File: src/rtl/score_keeper.sv
`default_nettype none
// score_keeper: Pong match sequencer (start / serve delay / play / game over) and score counters.
// Revision: 1.0

module score_keeper #(
  parameter int MAX_SCORE   = 5,
  parameter int MAX_SCORE_W = 4,
  parameter int SERVE_DELAY = 60,
  parameter int DELAY_W     = 8
) (
  input  logic                   clk_i,
  input  logic                   rst_i,
  input  logic                   start_i,
  input  logic                   frame_i,
  input  logic                   p_goal_i,
  input  logic                   e_goal_i,
  output logic [MAX_SCORE_W-1:0] p_score_o,
  output logic [MAX_SCORE_W-1:0] e_score_o,
  output logic                   play_o,
  output logic                   serve_o,
  output logic                   game_over_o,
  output logic [1:0]             winner_o
);

  localparam logic [1:0] ST_WAIT_START = 2'd0;
  localparam logic [1:0] ST_SERVE_WAIT = 2'd1;
  localparam logic [1:0] ST_PLAY       = 2'd2;
  localparam logic [1:0] ST_GAME_OVER  = 2'd3;

  localparam logic [MAX_SCORE_W-1:0] SCORE_WIN  = MAX_SCORE_W'(MAX_SCORE);
  localparam logic [DELAY_W-1:0]     DELAY_LOAD = DELAY_W'(SERVE_DELAY);
  localparam logic [DELAY_W-1:0]     DELAY_LAST = DELAY_W'(1);

  logic [1:0]             state, state_nxt;
  logic [DELAY_W-1:0]     delay_cnt, delay_nxt;
  logic                   start_q;
  logic [MAX_SCORE_W-1:0] p_nxt, e_nxt;
  logic [1:0]             winner_nxt;
  logic                   serve_nxt;

  logic                   start_ev;
  logic                   p_only, e_only, both_goals;
  logic                   serve_now;
  logic [MAX_SCORE_W-1:0] p_inc, e_inc;

  // start_q resets high so a button held through reset is not mistaken for a press.
  assign start_ev   = start_i & ~start_q;
  assign p_only     = p_goal_i & ~e_goal_i;
  assign e_only     = e_goal_i & ~p_goal_i;
  assign both_goals = p_goal_i & e_goal_i;
  assign serve_now  = frame_i && (delay_cnt == DELAY_LAST);
  assign p_inc      = p_score_o + 1'b1;
  assign e_inc      = e_score_o + 1'b1;

  always_ff @(posedge clk_i or posedge rst_i) begin
    if (rst_i) begin
      state       <= ST_WAIT_START;
      delay_cnt   <= '0;
      start_q     <= 1'b1;
      p_score_o   <= '0;
      e_score_o   <= '0;
      winner_o    <= 2'b00;
      serve_o     <= 1'b0;
      play_o      <= 1'b0;
      game_over_o <= 1'b0;
    end else begin
      state       <= state_nxt;
      delay_cnt   <= delay_nxt;
      start_q     <= start_i;
      p_score_o   <= p_nxt;
      e_score_o   <= e_nxt;
      winner_o    <= winner_nxt;
      serve_o     <= serve_nxt;
      play_o      <= (state_nxt == ST_PLAY);
      game_over_o <= (state_nxt == ST_GAME_OVER);
    end
  end

  always_comb begin
    state_nxt = state;
    case (state)
      ST_WAIT_START: if (start_ev) state_nxt = ST_SERVE_WAIT;
      ST_SERVE_WAIT: if (serve_now) state_nxt = ST_PLAY;
      ST_PLAY: begin
        if (p_only)
          state_nxt = (p_inc == SCORE_WIN) ? ST_GAME_OVER : ST_SERVE_WAIT;
        else if (e_only)
          state_nxt = (e_inc == SCORE_WIN) ? ST_GAME_OVER : ST_SERVE_WAIT;
        else if (both_goals)
          state_nxt = ST_SERVE_WAIT;
      end
      ST_GAME_OVER:  if (start_ev) state_nxt = ST_SERVE_WAIT;
      default:       state_nxt = ST_WAIT_START;
    endcase
  end

  // Next values for the registered outputs and the serve-delay counter.
  always_comb begin
    delay_nxt  = delay_cnt;
    p_nxt      = p_score_o;
    e_nxt      = e_score_o;
    winner_nxt = winner_o;
    serve_nxt  = 1'b0;
    case (state)
      ST_WAIT_START, ST_GAME_OVER: begin
        if (start_ev) begin
          p_nxt      = '0;
          e_nxt      = '0;
          winner_nxt = 2'b00;
          delay_nxt  = DELAY_LOAD;
        end
      end
      ST_SERVE_WAIT: begin
        if (frame_i) delay_nxt = delay_cnt - DELAY_LAST;
        serve_nxt = serve_now;
      end
      ST_PLAY: begin
        if (p_goal_i || e_goal_i) delay_nxt = DELAY_LOAD;
        if (p_only) begin
          p_nxt = p_inc;
          if (p_inc == SCORE_WIN) winner_nxt = 2'b01;
        end else if (e_only) begin
          e_nxt = e_inc;
          if (e_inc == SCORE_WIN) winner_nxt = 2'b10;
        end
      end
      default: ;
    endcase
  end

endmodule

`default_nettype wire

File: config.mk
export PLATFORM = sky130hd
export DESIGN_NAME = score_keeper
export DESIGN_NICKNAME = d
export VERILOG_FILES = /design/src/rtl/score_keeper.sv
export SDC_FILE = /design/constraint.sdc
export NUM_CORES = 1
export LEC_CHECK = 0
export CAP_MARGIN = 20
export CORE_AREA = 4 4 66 68
export DETAILED_ROUTE_END_ITERATION = 16
export DIE_AREA = 0 0 70 72
export GPL_ROUTABILITY_DRIVEN = 0
export SYNTH_ARGS = -nofsm -noshare
export SYNTH_HDL_FRONTEND = slang
export SYNTH_SLANG_ARGS = --single-unit
File: constraint.sdc
create_clock -name clk_i -period 5.4 [get_ports clk_i]
set_input_delay 1.08 -clock clk_i [delete_from_list [all_inputs] [get_ports clk_i]]
set_output_delay 1.08 -clock clk_i [all_outputs]
set_load 0.1 [all_outputs]
==> flow_summary.yaml, run 1 <==
placed_design:
  io_buffers: 18
  place_ws_ps: 1760
  place_hpwl_um: 2280
critical_path:
  crit_arrival_ps: 3540
  crit_fanout: 12
  cp-start-kind: "input port"
  cp_data_required_time_ps: 5550
  critical_path.slowest_cell: "a222oi_1"
  cp_cell_sequence: "clkdlybuf4s50_1 -> inv_1 -> ha_1 -> a222oi_1 -> and4bb_1 -> xnor2_1 -> nand2_1"
  crit_buf_inv: 2
  end_kind: "flip-flop"
  cpLargestDelayFamily: "compound AO/OA/AOI/OAI gates"
  critPathKind: "input port to flip-flop"
  cp_slowest_stage_delay_ps: 1080
synth:
  synth.cell_area_mm2: 0.00147
  syn-num-nets: 181
  synth_cell_types: 44
  yosys_most_used_dff: "dfrtp_1"
  postSynthAreaPerCell_um2: 9.03
  synth-seq-cells: 24
  yosysSeqAreaShare_pct: 40.9
  synth_warnings: 0
  syn_inst: 163
  synthArstFlopShare_pct: 100
  synth-edff-count: 0
floorplanning:
  ios: 19
  die_h_um: 72
  start_util_pct: 38.2
  row_count: 23
  floorplan.die.width_um: 70
  dieArea_mm2: 0.00504
  core_mm2: 0.00386
cells_and_area:
  layout_commonest_cell: "dfrtp_1"
  final_cell_mix: "23 x dfrtp_1, 20 x nand2_1, 18 x clkdlybuf4s50_1"
  num_antenna_cells: 0
  num-nets-final: 200
  drive_gt1_share_pct: 4.42
  area_delta_synth_final_pct: 18.4
cts:
  cts.repair.resized: 0
  htreeDepth: 1
  holdBufCountCts: 0
  clockRootBuffer: "clkbuf_8"
  cts_tree: "done"
  clock_path_buffers: 2
  clk_pin_slew_ps: 80
  cts-buffers-inserted: 3
  cts.sinks: 24
  post_cts_buffers: 0
  insertion_delay_ps: 260
power_and_ir_drop:
  power_density_mw_per_mm2: 270
  power_switching_mw: 0.161
  swShare_pct: 34.3
  ir_drop_uv: 183
  p_clk_share_pct: 25.7
  pwr-share-comb_pct: 28.8
  power_frac_seq_pct: 45.5
  power.internal_mw: 0.309
  power_leakage_nw: 0.747
drt:
  routed_wl_um: 3000
  firstDrtPassIters: 4
  via_per_inst: 5.28
  drtAntennaViolNets: 0
  drt_iter0_drc: 83
  drc: 0
  routedWlPerCell_um: 13.0
  vias: 1220
grt:
  grt_use_total_pct: 12.4
  antenna_found_initial: 0
  grt_pass1_wl_um: 5210
  gr-total-overflow: 0
  grt_pass1_vias: 1118
  grt_max_degree: 25
sta:
  period_share_pct: 62.8
  relSlewSlack_pct: 16.3
  rsz0062_at_grt: "false"
  finClkSkew_ps: 2.48
  tightest_slew_ps: 1260
  hold_viol: 0
  finalSetupViolCount: 0
  setup-tns-final_ps: 0
  setup_slack_ps: 2010
  whs_ps: 558
  drv_slew: 0
  fmax_mhz: 295
  finalCriticalPeriod_ps: 3390
run_status:
  status: "finished, final reports clean"
worst_hold_path:
  hold_class: "flip-flop to flip-flop"
run:
  max_cap_viol_count: 0
-- Yosys cell counts (all sizes together), types with 2 or more instances --
cell type,number,area (µm²)
a22o,2,17.5
nor2,9,33.8
ha,12,150
a21o,2,15.0
nor3,4,20.0
nand3b,3,22.5
and2,2,12.5
buf,3,23.8
nand2b,5,31.3
and3,3,18.8
nor2b,2,12.5
nand3,6,35.0
xor2,3,26.3
nand2,20,75.1
o21ai,14,70.1
dfrtp,23,576
nand4b,2,17.5
inv,16,60.1
a21oi,11,55.1
-- through the flow --
step                total power [mW]  area (µm²)  std cells  utilization (%)
finish                         0.470        1740        231             45.2
global route                   0.504        1740        231             45.2
CTS                            0.475        1740        231             45.2
detailed placement             0.352        1690        227             43.7
global placement               0.348        1690        227             43.7
floorplan                      0.325        1470        163                -
-- worst paths after layout --
| kind | from | cells past startpoint | slack [ps] | end |
|---|---|---|---|---|
| worst max register to register | state[0] | 6 | 2820 | delay_cnt[4] |
| max in group asynchronous | rst_i | 2 | 3520 | state[0] |
| min in group asynchronous | rst_i | 2 | 1320 | delay_cnt[5] |
| worst max-delay path | e_goal_i | 7 | 2010 | delay_cnt[4] |
| worst min register to register | winner_o[1] | 1 | 560 | winner_o[1] |
| worst min-delay path | winner_o[1] | 1 | 560 | winner_o[1] |
-- kinds of logic (layout without fill, tap and decap cells) --
group	Yosys count	in the layout	share of synthesized area (%)
adder cells (fa/ha/maj)	12	12	10.2
multiplexers	1	1	0.680
AND/OR/NAND/NOR	63	63	23.1
flip-flops	24	24	40.9
XOR/XNOR	4	4	2.38
AO/OA/AOI/OAI	39	39	16.8
buffers and inverters	20	38	5.95
-- power by group through the flow --
| stage | registers (mW) | logic [mW] | clock network, mW |
|---|---|---|---|
| finish | 0.214 | 0.136 | 0.121 |
| global route | 0.217 | 0.155 | 0.133 |
| CTS | 0.214 | 0.136 | 0.125 |
| detailed placement | 0.217 | 0.135 | 0 |
| global placement | 0.217 | 0.131 | 0 |
| floorplan | 0.213 | 0.112 | 0 |
-- registers in the layout, indices dropped and copies added (netlist names) --
register,flops
delay_cnt,8
e_score_o,4
game_over_o,1
p_score_o,4
play_o,1
serve_o,1
start_q,1
state,2
winner_o,2
-- area by class of cell --
class	count	area, µm²
repair buffers	18	180
clock buffers	4	55.1
inverters	16	60.1
fillers	371	2110
multi-input cells	119	782
flip-flops and latches	24	602
well taps	50	62.6
-- worst reg2reg max path: stages, from the launching register on --
cell,delay [ps]
dfrtp_1,410
inv_1,70
ha_1,350
a222oi_1,1130
and4bb_1,330
xnor2_1,120
nand2_1,60
-- routing by layer --
metal	part of all wire, %	track usage, %	routed length (µm)
met1	48	17.5	1430
met2	49	20.4	1470
met3	3.1	2.35	94
met4	0.33	1.91	10
met5	0	0	0
(Power assumes the default switching activity.)
==> run 2, diff against run 1 <==
==> constraint.sdc (replaced) <==
create_clock -name clk_i -period 3.35 [get_ports clk_i]
set_input_delay 0.67 -clock clk_i [delete_from_list [all_inputs] [get_ports clk_i]]
set_output_delay 0.67 -clock clk_i [all_outputs]
set_load 0.1 [all_outputs]
==> run 2 against run 1 <==
Against the previous run:
- clock skew rose by 5.0 ps
- non-clock buffer count increased by 1
- utilization fell by 0.91 points
- register-to-register slack lost 1400 ps
- clock power is 42% higher
==> flow_summary.yaml, run 2 (same netlist as run 1, synthesis figures left out) <==
power_and_ir_drop:
  ir_drop_uv: 272
  p_clk_share_pct: 23.1
  power_leakage_nw: 0.773
  power.internal_mw: 0.484
  swShare_pct: 34.8
  power_density_mw_per_mm2: 435
  pwr-share-comb_pct: 30.4
  power_frac_seq_pct: 46.5
  power_switching_mw: 0.258
cells_and_area:
  final_area_mm2: 0.00171
  largest_register_ffs: 8
  top_regs: "delay_cnt x8, e_score_o x4, p_score_o x4"
  final_cell_mix: "23 x dfrtp_1, 20 x nand2_1, 16 x inv_1"
  drive_gt1_share_pct: 11.5
  regMostFlops: "delay_cnt"
  num-nets-final: 201
  num_antenna_cells: 0
  layoutNonFillerInstCount: 232
  layout_commonest_cell: "dfrtp_1"
  area_delta_synth_final_pct: 16.0
  fillCellCount: 389
critical_path:
  reg2reg_from: "state[0]"
  r2r-end: "delay_cnt[4]"
  critical_path.slowest_cell: "clkdlybuf4s50_1"
  crit_arrival_ps: 2520
  r2r_setup_slack_ps: 1380
  cpLargestDelayFamily: "buffers and inverters"
  cp_slowest_stage_delay_ps: 540
  end_kind: "flip-flop"
  crit_buf_inv: 3
  crit_fanout: 12
  cp_cell_sequence: "clkdlybuf4s50_1 -> inv_1 -> ha_1 -> a222oi_1 -> buf_4 -> and4bb_1 -> xnor2_1 -> nand2_1"
  critPathKind: "input port to flip-flop"
  r2r_cells: 7
  cp-start-kind: "input port"
  cp_data_required_time_ps: 3500
floorplanning:
  floorplan.die.width_um: 70
  start_util_pct: 38.2
  dieArea_mm2: 0.00504
  die_h_um: 72
  ios: 19
  core_mm2: 0.00386
  row_count: 23
sta:
  finClkSkew_ps: 7.50
  setup_slack_ps: 981
  period_share_pct: 70.7
  finalCriticalPeriod_ps: 2370
  relSlewSlack_pct: 40.1
  finalSetupViolCount: 0
  tightest_slew_ps: 898
  setup-tns-final_ps: 0
  hold_viol: 0
  drv_slew: 0
  rsz0062_at_grt: "false"
  fmax_mhz: 422
grt:
  gr-total-overflow: 0
  antenna_found_initial: 0
  grt_max_degree: 25
  grt_pass1_wl_um: 5400
  grt_pass1_vias: 1227
  grt_use_total_pct: 13.1
cts:
  htreeDepth: 1
  clockRootBuffer: "clkbuf_8"
  clk_pin_slew_ps: 80
  clock_path_buffers: 2
  holdBufCountCts: 0
  post_cts_buffers: 0
  cts_tree: "done"
  cts-buffers-inserted: 3
  cts.repair.resized: 0
  cts.sinks: 24
  insertion_delay_ps: 260
worst_hold_path:
  min_delay_worst_endpoint: "delay_cnt[7]"
  hold_class: "flip-flop to flip-flop"
  min_path_cells: 2
  min-delay-start: "delay_cnt[7]"
run_status:
  status: "finished, final reports clean"
placed_design:
  place_area_mm2: 0.00166
  io_buffers: 18
  place_ws_ps: 710
  place_hpwl_um: 2330
  dp_cells: 228
drt:
  via_per_inst: 4.99
  drtAntennaViolNets: 0
  routed_wl_um: 3010
  vias: 1158
  routedWlPerCell_um: 13.0
  drc: 0
  firstDrtPassIters: 4
  drt_iter0_drc: 74
run:
  max_cap_viol_count: 0
-- run 2: changes by cell type in the layout (fill, tap and decap cells not counted), sizes merged --
cell,delta
buf,+14
clkdlybuf4s50,-13
-- run 2: worst max path at each step --
stage,start,end,cells past startpoint,slack (ps)
after floorplan,p_score_o[0],game_over_o,6,1070
after global placement,p_goal_i,delay_cnt[4],8,760
after detailed placement,p_goal_i,delay_cnt[4],8,710
after CTS,e_goal_i,delay_cnt[4],8,980
after global routing,e_goal_i,delay_cnt[4],8,830
final,p_goal_i,delay_cnt[4],8,980
-- run 2: per-stage QoR --
step                      hold slack (ps)  util, %  power [mW]
after floorplan                       506        -       0.523
after global placement                534     43.1       0.566
after detailed placement              546     43.1       0.574
after CTS                             568     44.3       0.750
after global routing                  600     44.3       0.801
final                                 562     44.3       0.743
-- run 2: tightest hold or removal path, cell delays in order, from the launching register on --
cell	delay (ps)
dfrtp_1	380
xor2_1	70
nor2_1	70
-- run 2: power by group through the flow --
stage          Clock [mW]  Combinational [mW]  Sequential (mW)
2_1_floorplan           0               0.180            0.343
5_1_grt             0.193               0.259            0.348
3_3_place_gp            0               0.217            0.349
3_5_place_dp            0               0.225            0.349
6_report            0.172               0.226            0.345
4_1_cts             0.181               0.226            0.344
-- run 2: per-layer routing --
metal	vias to the layer above	part of all wire (%)	track usage [%]
li1	605	-	-
met1	541	47	16.4
met2	10	50	23.1
met3	2	2.9	2.63
met4	0	0.56	3.83
met5	-	0	0
-- run 2: final cells by class --
cell class	count	area (µm²)	share of cell area (%)
Multi-Input combinational cell	119	782	45.8
Sequential cell	24	602	35.3
Clock buffer	4	45.0	2.64
Inverter	16	60.1	3.52
Timing Repair Buffer	19	155	9.09
Tap cell	50	62.6	3.67
==> run 3, diff against run 2 <==
==> constraint.sdc (replaced) <==
create_clock -name clk_i -period 2.2 [get_ports clk_i]
set_input_delay 0.44 -clock clk_i [delete_from_list [all_inputs] [get_ports clk_i]]
set_output_delay 0.44 -clock clk_i [all_outputs]
set_load 0.1 [all_outputs]
==> run 3 against run 2 <==
Against the previous run:
- register-to-register slack worse by 990 ps
- cell area grew 4.1%
- total power up 56%
- non-clock buffer count is 9 higher
- utilization increased by 1.8 points
- cell count rose by 3.9%
- critical path type unchanged
- critical endpoint is now delay_cnt[6]
- largest power group unchanged
==> flow_summary.yaml, run 3 (same netlist as run 1, synthesis figures left out) <==
run_status:
  status: "finished, final reports clean"
floorplanning:
  core_mm2: 0.00386
  die_h_um: 72
  ios: 19
  start_util_pct: 38.2
  floorplan.die.width_um: 70
  row_count: 23
  dieArea_mm2: 0.00504
sta:
  hold_viol: 0
  finalCriticalPeriod_ps: 1990
  setup_slack_ps: 211
  setup-tns-final_ps: 0
  relSlewSlack_pct: 68.8
  finalSetupViolCount: 0
  drv_slew: 0
  finClkSkew_ps: 2.82
  tightest_slew_ps: 465
  period_share_pct: 90.4
  fmax_mhz: 503
  rsz0062_at_grt: "false"
power_and_ir_drop:
  power.internal_mw: 0.764
  ir_drop_uv: 316
  power_switching_mw: 0.394
  swShare_pct: 34.0
  power_density_mw_per_mm2: 652
  pwr-share-comb_pct: 32.3
  p_clk_share_pct: 22.5
  power_leakage_nw: 0.815
  power_frac_seq_pct: 45.2
drt:
  drt_iter0_drc: 60
  firstDrtPassIters: 4
  vias: 1224
  drc: 0
  drtAntennaViolNets: 0
  via_per_inst: 5.08
  routedWlPerCell_um: 12.8
  routed_wl_um: 3080
cts:
  htreeDepth: 1
  clk_pin_slew_ps: 80
  cts.repair.resized: 0
  clock_path_buffers: 2
  cts_tree: "done"
  clockRootBuffer: "clkbuf_8"
  holdBufCountCts: 0
  cts.sinks: 24
  post_cts_buffers: 0
  cts-buffers-inserted: 3
  insertion_delay_ps: 260
placed_design:
  place_hpwl_um: 2430
  io_buffers: 18
  place_ws_ps: -93.3
  place_area_mm2: 0.00173
  dp_cells: 237
grt:
  antenna_found_initial: 0
  gr-total-overflow: 0
  grt_use_total_pct: 12.8
  grt_max_degree: 25
  grt_pass1_vias: 1230
  grt_pass1_wl_um: 5310
run:
  max_cap_viol_count: 0
worst_hold_path:
  hold_class: "input port to async pin"
cells_and_area:
  top_regs: "delay_cnt x8, e_score_o x4, p_score_o x4"
  layoutNonFillerInstCount: 241
  area_delta_synth_final_pct: 20.7
  layout_commonest_cell: "buf_4"
  num-nets-final: 210
  largest_register_ffs: 8
  num_antenna_cells: 0
  regArea_um2: 604
  regMostFlops: "delay_cnt"
  drive_gt1_share_pct: 16.8
  final_cell_mix: "23 x buf_4, 21 x dfrtp_1, 20 x nand2_1"
  fin_util_pct: 46.1
  fillCellCount: 383
  final_area_mm2: 0.00178
  multi_input_area_um2: 782
critical_path:
  cp_data_required_time_ps: 2350
  crit_fanout: 7
  cp-start-kind: "input port"
  crit_arrival_ps: 2140
  critPathKind: "input port to flip-flop"
  end_kind: "flip-flop"
-- run 3: cell count changes in the layout (fill, tap and decap cells not counted), sizes merged --
cell,previous run,this run
buf,14,23
-- run 3: metal layers --
metal / GRT usage [%] / wire [µm] / vias up
li1: - / - / 623
met1: 15.5 / 1420 / 588
met2: 23.7 / 1570 / 11
met3: 1.94 / 74 / 2
met4: 3.40 / 11 / 0
met5: 0 / 0 / -
-- run 3: cell type report --
cell class              instances  area share [%]
clock buffers                   4            2.54
repair buffers                 28            12.5
multi-input cells             119            44.0
well taps                      50            3.52
flip-flops and latches         24            34.0
inverters                      16            3.38
-- run 3: worst paths after layout --
kind	from	to	slack, ps	cells after the start
worst max-delay path	p_goal_i	delay_cnt[6]	210	8
worst min-delay path	rst_i	e_score_o[1]	520	3
worst max register to register	p_score_o[0]	game_over_o	390	6
worst min register to register	delay_cnt[7]	delay_cnt[7]	570	2
max in group asynchronous	rst_i	start_q	1390	3
min in group clk_i	delay_cnt[7]	delay_cnt[7]	570	2
-- run 3: stage by stage --
stage / hold slack [ps] / power, mW
floorplan: 444 / 0.797
global placement: 535 / 0.895
detailed placement: 544 / 0.908
CTS: 529 / 1.17
global route: 541 / 1.24
finish: 517 / 1.16
-- run 3: power groups by stage --
stage          clock (mW)  combinational [mW]  sequential [mW]
5_1_grt             0.290               0.417            0.530
2_1_floorplan           0               0.274            0.522
3_3_place_gp            0               0.363            0.531
3_5_place_dp            0               0.377            0.531
6_report            0.260               0.374            0.523
4_1_cts             0.272               0.378            0.522
-- run 3: worst max-delay path, cell delays in order --
cell	delay (ps)
clkdlybuf4s50_1	480
inv_1	60
ha_1	210
a222oi_1	410
buf_4	220
nand4b_1	110
xor2_1	150
nor2_1	50
